===== config.mk =====
export PLATFORM = sky130hd
export DESIGN_NAME = fp_stream_accum
export DESIGN_NICKNAME = d
export VERILOG_FILES = /design/src/rtl/fp_pkg.sv /design/src/rtl/fp_sat_add.sv /design/src/rtl/fp_stream_accum.sv
export SDC_FILE = /design/constraint.sdc
export NUM_CORES = 1
export LEC_CHECK = 0
export BUFFER_PORTS_ARGS = -buffer_cell sky130_fd_sc_hd__clkbuf_2
export CORE_MARGIN = 2
export CORE_UTILIZATION = 45
export CTS_CLUSTER_DIAMETER = 30
export DETAILED_ROUTE_END_ITERATION = 8
export PLACE_DENSITY = 0.65
export SLEW_MARGIN = 30
export SYNTH_ARGS = -nofsm -noshare
export SYNTH_HDL_FRONTEND = slang
export SYNTH_SLANG_ARGS = --single-unit

===== constraint.sdc =====
create_clock -name clk -period 4.1 [get_ports clk]
set_clock_uncertainty 0.2 [all_clocks]
set_input_delay 0.41 -clock clk [delete_from_list [all_inputs] [get_ports clk]]
set_output_delay 0.41 -clock clk [all_outputs]
set_load 0.02 [all_outputs]

===== src/rtl/fp_pkg.sv =====
// Shared types and helpers for the fixed-point streaming stages.
package fp_pkg;

  typedef enum logic {ACCUM, DONE} acc_state_t;

  function automatic int fx_width(input int i, input int f);
    return i + f;
  endfunction

endpackage


===== src/rtl/fp_sat_add.sv =====
// Combinational W-bit signed add that clamps to the representable range.
module fp_sat_add #(
  parameter int W = 19
) (
  input  logic [W-1:0] a,
  input  logic [W-1:0] b,
  output logic [W-1:0] sum,
  output logic         sat_hit
);

  logic [W:0] full;

  // One guard bit: a disagreement between the top two bits means the true sum left the W-bit range.
  always_comb begin
    full    = {a[W-1], a} + {b[W-1], b};
    sat_hit = full[W] ^ full[W-1];
    if (!sat_hit)    sum = full[W-1:0];
    else if (full[W]) sum = {1'b1, {(W-1){1'b0}}};
    else              sum = {1'b0, {(W-1){1'b1}}};
  end

endmodule


===== src/rtl/fp_stream_accum.sv =====
// Frame accumulator: sums N_TERMS fp_add results into a saturating accumulator, one result per frame.
module fp_stream_accum
  import fp_pkg::*;
#(
  parameter int I_IN    = 2,
  parameter int F_IN    = 13,
  parameter int I_ACC   = 6,
  parameter int F_ACC   = 13,
  parameter int N_TERMS = 8
) (
  input  logic                   clk,
  input  logic                   rst,
  input  logic                   in_valid,
  output logic                   in_ready,
  input  logic [I_IN+F_IN-1:0]   in_data,
  input  logic                   in_sign,
  input  logic                   in_ovf,
  input  logic                   in_unf,
  output logic                   out_valid,
  input  logic                   out_ready,
  output logic [I_ACC+F_ACC-1:0] out_data,
  output logic                   out_ovf,
  output logic                   out_unf
);

  localparam int W_IN  = fx_width(I_IN, F_IN);
  localparam int W_ACC = fx_width(I_ACC, F_ACC);
  localparam int W_EXT = fx_width(I_ACC, F_IN);
  localparam int CW    = $clog2(N_TERMS + 1);

  generate
    if (I_ACC < I_IN + 1) begin : g_bad_iacc
      $error("fp_stream_accum: I_ACC must be >= I_IN+1");
    end
    if (F_ACC < F_IN) begin : g_bad_facc
      $error("fp_stream_accum: F_ACC must be >= F_IN");
    end
    if (N_TERMS < 1) begin : g_bad_nterms
      $error("fp_stream_accum: N_TERMS must be >= 1");
    end
  endgenerate

  acc_state_t       state;
  logic [CW-1:0]    cnt;
  logic [W_ACC-1:0] acc;
  logic [W_EXT-1:0] ext_n;
  logic [W_ACC-1:0] ext_v;
  logic [W_ACC-1:0] sum;
  logic             sat_hit;
  logic             ovf, unf;

  // Widen integer part first, then align binary points; both steps are exact.
  always_comb begin
    ext_n = in_sign ? {{(I_ACC-I_IN){in_data[W_IN-1]}}, in_data}
                    : {{(I_ACC-I_IN){1'b0}}, in_data};
    ext_v = W_ACC'(ext_n) << (F_ACC - F_IN);
  end

  fp_sat_add #(.W(W_ACC)) u_sat_add (
    .a       (acc),
    .b       (ext_v),
    .sum     (sum),
    .sat_hit (sat_hit)
  );

  assign in_ready = !rst && (state == ACCUM);

  always_ff @(posedge clk or posedge rst) begin
    if (rst) begin
      state     <= ACCUM;
      cnt       <= '0;
      acc       <= '0;
      ovf       <= 1'b0;
      unf       <= 1'b0;
      out_valid <= 1'b0;
    end else begin
      case (state)
        ACCUM: begin
          if (in_valid) begin
            acc <= sum;
            ovf <= ovf | in_ovf | sat_hit;
            unf <= unf | in_unf;
            cnt <= cnt + 1'b1;
            if (cnt == CW'(N_TERMS - 1)) begin
              state     <= DONE;
              out_valid <= 1'b1;
            end
          end
        end
        DONE: begin
          // Result and flags hold until taken; the frame restarts clean on the same edge.
          if (out_ready) begin
            state     <= ACCUM;
            out_valid <= 1'b0;
            cnt       <= '0;
            acc       <= '0;
            ovf       <= 1'b0;
            unf       <= 1'b0;
          end
        end
        default: state <= ACCUM;
      endcase
    end
  end

  assign out_data = acc;
  assign out_ovf  = ovf;
  assign out_unf  = unf;

endmodule


==> metrics.yaml, run 1 <==
rsz0062_at_grt: "false"
end_kind: "flop"
clkPwrFrac_pct: 7.6
synth-seq-area-share_pct: 31.7
grt_usage_pct: 19.6
routed_wl_um: 4970
synth-edff-count: 0
cts_root_buffer: "clkbuf_8"
irDropWorstVdd_mv: 0.409
grt_pass1_vias: 1808
clkSinkCount: 27
yosys_warnings: 0
grt_pass1_wl_um: 8390
syn_area_per_cell_um2: 8.53
drv_cap: 0
routed_via_density: 5.50
sw_frac_of_total_pct: 50.0
post-route-util_pct: 52.8
fin_tns_setup_ns: 0
synth-main-ff-cell: "dfrtp_1"
port_buffers: 44
synth_top_area_share_pct: 31.7
timing.final.crit_share_pct: 87.2
timing.final.max_slew_violations: 0
wl_per_cell_um: 14.3
synth-seq-cells: 27
dieArea_um2: 5300
finalHoldViolations: 27
gp_congestion: 0.910
clkLatencyLatePin_ns: 0.28
synth_area_um2: 2130
core_um2: 4630
powerDensity_nw_per_um2: 893
area_delta_synth_final_pct: 14.7
path_class: "flop to flop"
setup_viol: 0
design_area_um2: 2440
syn_inst: 250
fp.dieW_um: 72.8
crit_arrival_ns: 3.53
vias: 1908
drcViolationCount: 0
p_seq_share_pct: 23.6
die-height_um: 72.8
drive_above_1_share_pct: 22.5
post_cts_buffers: 0
p_leak_nw: 1.16
intPower_mw: 1.09
synth_area_leaders: "dfrtp_1, ha_1, a21oi_1"
cts_max_path_buffers: 2
cts_tree: "built"
violations: "negative hold slack"
syn_nets: 292
outcome: "finished, violations left"
antennaDiodeCount: 0
hold_path.class: "input pin to async pin"
synth_top_area_cell: "dfrtp_1"
crit_path_max_fanout: 18
initial_core_util_pct: 46.1
ys_async_sr_fraction_pct: 100
cp.required_ns: 4.05
ctsHtreeMaxLevel: 1
dr.pass1.iters: 4
p_sw_mw: 1.09
place_area_um2: 2390
max_clock_freq_mhz: 280
netlist-cell-type-count: 51
cts_made_buffers: 3
clk_pin_slew_ns: 0.11
comb_power_share_pct: 68.9
ant_nets: 0
ios: 45
antenna_found_initial: 0
cts_hold_buffers: 0
core.rowCount: 25
period_minus_slack_ns: 3.57
fin_nets: 336
start_kind: "flop"
grt_overflow: 0
hpwlAfterDp_um: 3720
first_iter_violations: 114
tightest_slew_ns: 0.608
slew-limit-headroom_pct: 59.5
grt_start_max_net_pins: 28
hold_ws_ns: -0.0264
## power groups by stage
stage	clock network [mW]	registers, mW	logic (mW)
2_1_floorplan	0	0.629	1.05
3_3_place_gp	0	0.515	1.49
3_5_place_dp	0	0.522	1.50
4_1_cts	0.170	0.516	1.51
5_1_grt	0.180	0.533	1.68
6_report	0.165	0.514	1.50
## area by class of cell
class / instances / area, µm²
fill: 447 / 2180
timing repair buffer: 47 / 243
clock inverter: 1 / 7.51
sequential: 27 / 676
multi-input combinational: 204 / 1370
inverter: 11 / 41.3
tap: 54 / 67.6
clock buffer: 3 / 41.3
## sequential cells by signal, indices dropped and copies added (netlist names)
name / flops
cnt: 4
out_data: 19
out_ovf: 1
out_unf: 1
out_valid: 1
state: 1
## routing by layer
metal  up-vias  wire (µm)  GRT usage (%)
met5         -          0              0
met4         0         28           3.09
met3         2        147           2.21
met2        30       2320           31.5
met1       876       2470           29.0
li1       1000          -              -
## metrics by stage
stage | setup slack [ns] | instances | total power [mW] | hold slack, ns
floorplan | 0.889 | 250 | 1.68 | 0.263
global placement | 0.497 | 343 | 2.00 | 0.273
detailed placement | 0.333 | 343 | 2.02 | 0.294
CTS | 0.390 | 347 | 2.19 | 0.00806
global route | 0.0855 | 347 | 2.40 | 0.0227
finish | 0.526 | 347 | 2.18 | -0.0264
## worst max-delay path: stages, from the launching register on
cell,delay (ns)
dfrtp_1,0.40
ha_1,0.19
inv_1,0.06
fa_1,0.39
nor2b_1,0.16
o21bai_1,0.11
a2111oi_2,0.46
o311ai_0,0.23
and3b_1,0.25
or3_2,0.64
a22oi_1,0.25
o21ai_0,0.10
## cell usage after synthesis, drive strengths merged (4+ instances only)
master  count
a21o        4
a21oi      30
buf         4
clkbuf      4
dfrtp      27
ha         19
inv        11
nand2      35
nand3       6
nor2       11
nor3        7
o21a        4
o21ai      25
o21bai      5
xnor2      10
xor2        6
## placed cells by master (no fill, tap or decap), types with 3 or more instances in the layout
master and instances:
a21oi_2 4, clkbuf_8 3, clkbuf_2 44, inv_1 10, xor2_1 6, a21o_1 4
nand3_1 6, a21oi_1 26, o21bai_1 5, a22oi_1 3, o21ai_0 15, nand2_1 35
o21a_1 4, xnor2_1 10, or2_2 3, buf_4 3, dfrtp_1 27, nor3_1 7
o21ai_1 9, nor2_1 11, ha_1 19
## logic make-up after synthesis
family | Yosys count | share of synthesized area [%]
AOI/OAI and AO/OA | 94 | 29.3
and+or+nand+nor | 74 | 16.0
DFF | 27 | 31.7
adders and majority gates | 20 | 12.1
buffers and inverters | 19 | 4.34
xor gates and xnor gates | 16 | 6.57
## what timing repair did
item | 4_1_cts | 5_1_grt
endpoints found under the hold margin | 0 | 0
resized for setup | 0 | 1
setup endpoints to repair | 0 | 1
## final timing paths
check / endpoint / slack [ns] / from / cells past startpoint
max in group asynchronous: out_data[13] / 3.33 / rst / 2
hold reg to reg: out_valid / 0.31 / out_valid / 1
min in group clk: state / 0.18 / out_ready / 2
setup reg to reg: out_data[16] / 0.53 / out_data[0] / 11
hold / removal: out_ovf / -0.03 / rst / 2
setup / recovery: out_data[16] / 0.53 / out_data[0] / 11
Power figures use the tool's default switching activity.
==> run 2, diff against run 1 <==
Settings changed: RECOVER_POWER set to 50.
==> metrics.yaml, run 2 (same netlist as run 1, synthesis figures left out) <==
seq_area_um2: 676
grt_start_max_net_pins: 28
first_iter_violations: 120
start_kind: "flop"
rsz0062_at_grt: "false"
preCtsSetupSlack_ns: 0.333
cts_hold_buffers: 0
ctsHtreeMaxLevel: 1
mostFrequentLayoutCells: "nand2_1, clkbuf_2, dfrtp_1, a21oi_1, ha_1"
core.rowCount: 25
grt_overflow: 0
crit_buf_inv: 1
grt_pass1_vias: 1808
wl_met3_um: 195
highest_layer: "met4"
setup_viol: 0
antenna_found_initial: 0
crit_start: "out_data[0]"
powerDensity_nw_per_um2: 892
crit_path_top_delay_cell: "or3_2"
port_buffers: 44
cp.required_ns: 4.05
grt_pass1_wl_um: 8390
core_um2: 4630
initial_core_util_pct: 46.1
routed_wl_um: 4980
path_class: "flop to flop"
cts_root_buffer: "clkbuf_8"
final_cell_count_no_fill: 347
cts_max_path_buffers: 2
p_total_mw: 2.17
finalHoldViolations: 0
routed_via_density: 5.53
timing.final.crit_share_pct: 87.2
tightest_slew_ns: 1.07
cts_made_buffers: 3
gp_congestion: 0.910
wl_per_cell_um: 14.3
ios: 45
area_delta_synth_final_pct: 14.1
num-fill-cells: 455
ff2ff_path_depth: 11
timing.final.max_slew_violations: 0
fp.dieW_um: 72.8
slew-limit-headroom_pct: 28.8
period_minus_slack_ns: 3.57
wl_met1_um: 2460
hpwlAfterDp_um: 3720
grt_usage_pct: 19.6
crit_arrival_ns: 3.53
hold_path.class: "input pin to async pin"
crit_cells: 11
largest_register_ffs: 19
fin_tns_setup_ns: 0
met2_length_um: 2290
dr.pass1.iters: 4
clkSinkCount: 27
setup_slack_ns: 0.526
crit_chain: "ha_1 -> inv_1 -> fa_1 -> nor2b_1 -> o21bai_1 -> a2111oi_2 -> o311ai_0 -> and3b_1 -> or3_2 -> a22oi_1 -> o21ai_0"
r2r_end: "out_data[16]"
hold_ws_ns: 0.170
r2r-start: "out_data[0]"
multi_input_area_um2: 1370
antennaDiodeCount: 0
end_kind: "flop"
dieArea_um2: 5300
die-height_um: 72.8
worstSetupEndpoint: "out_data[16]"
drv_cap: 0
drive_above_1_share_pct: 19.1
fin_nets: 336
crit_path_max_fanout: 18
cpPeakStageDelay_ns: 0.64
outcome: "finished clean"
vias: 1919
clk_pin_slew_ns: 0.11
cp_top_family: "compound AO/OA/AOI/OAI gates"
max_clock_freq_mhz: 280
rrSetupSlack_ns: 0.53
cts_tree: "built"
drcViolationCount: 0
ant_nets: 0
place_inst: 343
p_leak_nw: 1.14
clkLatencyLatePin_ns: 0.28
irDropWorstVdd_mv: 0.405
-- run 2: worst min-delay path by stage --
stage,end,slack (ns),cells past startpoint
2_1_floorplan,cnt[0],0.26,1
3_3_place_gp,out_ovf,0.27,2
3_5_place_dp,out_valid,0.29,1
4_1_cts,out_ovf,0.008,2
5_1_grt,state,0.18,2
6_report,out_ovf,0.17,2
-- run 2: what timing repair did --
item,CTS,global route
gates resized for setup,0,1
setup buffers,0,0
endpoints found under the setup margin,0,1
-- run 2: layout make-up --
cell class | instances | area share (%)
clock buffer | 3 | 1.70
clock inverter | 1 | 0.308
inverter | 11 | 1.70
multi-input combinational | 204 | 56.2
sequential | 27 | 27.8
tap | 54 | 2.78
timing repair buffer | 47 | 9.51
-- run 2: routing by layer --
metal | vias up | track usage [%]
li1 | 1000 | -
met2 | 41 | 31.5
met4 | 0 | 3.09
met1 | 876 | 29.0
met3 | 2 | 2.21
met5 | - | 0
-- run 2: through the flow --
step	area, µm²	utilization, %
3_5_place_dp	2390	51.6
4_1_cts	2440	52.7
3_3_place_gp	2390	51.6
2_1_floorplan	2130	-
6_report	2430	52.6
5_1_grt	2430	52.6
-- run 2: report_power, final --
group / total [mW] / switching, mW / internal [mW]
sequential: 0.514 / 0.115 / 0.399
clock: 0.165 / 0.0955 / 0.0692
combinational: 1.49 / 0.881 / 0.611
==> run 3, diff against run 2 <==
Clock period 4.1 ns to 4.28 ns, I/O delays scaled along.
==> metrics.yaml, run 3 (same netlist as run 1, synthesis figures left out) <==
crit_chain: "ha_1 -> inv_1 -> fa_1 -> nor2b_1 -> o21bai_1 -> a2111oi_2 -> o311ai_0 -> a21boi_0 -> or3_1 -> a22oi_1 -> o21ai_0"
timing.final.crit_share_pct: 85.2
cts_root_buffer: "clkbuf_8"
core.rowCount: 25
grt_usage_pct: 20.0
setup_viol: 0
clkPwrFrac_pct: 7.7
cts_hold_buffers: 0
port_buffers: 44
hold_ws_ns: 0.188
drv_cap: 0
gp_congestion: 0.898
cts_max_path_buffers: 2
tightest_slew_ns: 1.06
cp.required_ns: 4.28
cts_tree: "built"
ios: 45
grt_overflow: 0
p_seq_share_pct: 23.7
antenna_found_initial: 0
crit_buf_inv: 1
design_area_um2: 2420
end_kind: "flop"
hpwlAfterDp_um: 3680
rsz0062_at_grt: "false"
mostFrequentLayoutCells: "nand2_1, clkbuf_2, dfrtp_1, a21oi_1, ha_1"
grt_pass1_vias: 1765
comb_power_share_pct: 68.7
intPower_mw: 1.03
num-fill-cells: 472
p_leak_nw: 1.13
drcViolationCount: 0
dieArea_um2: 5300
crit_path_max_fanout: 18
fin_tns_setup_ns: 0
die-height_um: 72.8
timing.final.max_slew_violations: 0
fp.dieW_um: 72.8
hold_path.class: "input pin to async pin"
cpPeakStageDelay_ns: 0.65
finalHoldViolations: 0
dr.pass1.iters: 4
vias: 1926
drive_above_1_share_pct: 18.5
routed_wl_um: 4920
outcome: "finished clean"
path_class: "flop to flop"
clkLatencyLatePin_ns: 0.28
powerDensity_nw_per_um2: 854
setup_slack_ns: 0.633
preCtsSetupSlack_ns: 0.494
sw_frac_of_total_pct: 50.4
cp_top_family: "compound AO/OA/AOI/OAI gates"
max_clock_freq_mhz: 274
crit_arrival_ns: 3.65
post_cts_buffers: 0
cts_made_buffers: 3
core_um2: 4630
area_delta_synth_final_pct: 13.7
irDropWorstVdd_mv: 0.352
start_kind: "flop"
routed_via_density: 5.57
clk_pin_slew_ns: 0.11
ant_nets: 0
antennaDiodeCount: 0
fin_nets: 335
wl_per_cell_um: 14.2
clkSinkCount: 27
initial_core_util_pct: 46.1
post_cts_resized: 0
period_minus_slack_ns: 3.65
place_area_um2: 2380
grt_pass1_wl_um: 8460
slew-limit-headroom_pct: 29.4
first_iter_violations: 113
grt_start_max_net_pins: 28
ctsHtreeMaxLevel: 1
largest_register_ffs: 19
crit_path_top_delay_cell: "or3_1"
p_sw_mw: 1.04
-- run 3: final timing paths --
kind,start,endpoint,slack (ns),cells after the start
setup / recovery,out_data[0],out_data[17],0.63,11
hold / removal,rst,out_valid,0.19,2
setup reg to reg,out_data[0],out_data[17],0.63,11
hold reg to reg,out_valid,out_valid,0.30,1
max in group asynchronous,rst,out_data[6],3.06,2
min in group clk,in_unf,out_unf,0.21,3
-- run 3: area by class of cell --
type / count / area [µm²] / area share [%]
repair buffers: 46 / 224 / 9.24
clock buffers: 3 / 41.3 / 1.70
well taps: 54 / 67.6 / 2.79
inverters: 11 / 41.3 / 1.70
multi-input cells: 204 / 1370 / 56.4
flip-flops and latches: 27 / 676 / 27.9
clock inverters: 1 / 7.51 / 0.310
-- run 3: metal layers --
layer / track usage, % / vias up / wire, µm
met3: 2.07 / 2 / 161
met5: 0 / - / 0
met1: 30.5 / 895 / 2430
li1: - / 996 / -
met4: 4.32 / 0 / 34
met2: 30.6 / 33 / 2300
-- run 3: through the flow --
step / utilization [%] / total power, mW / instances
finish: 52.4 / 2.07 / 346
global route: 52.4 / 2.28 / 346
CTS: 52.5 / 2.10 / 346
detailed placement: 51.5 / 1.93 / 342
global placement: 51.5 / 1.91 / 342
floorplan: - / 1.61 / 250
-- run 3: power groups by stage --
stage	Sequential (mW)	Combinational, mW	Clock (mW)
6_report	0.490	1.42	0.159
3_5_place_dp	0.498	1.43	0
2_1_floorplan	0.603	1.01	0
4_1_cts	0.492	1.44	0.165
5_1_grt	0.511	1.60	0.173
3_3_place_gp	0.493	1.42	0
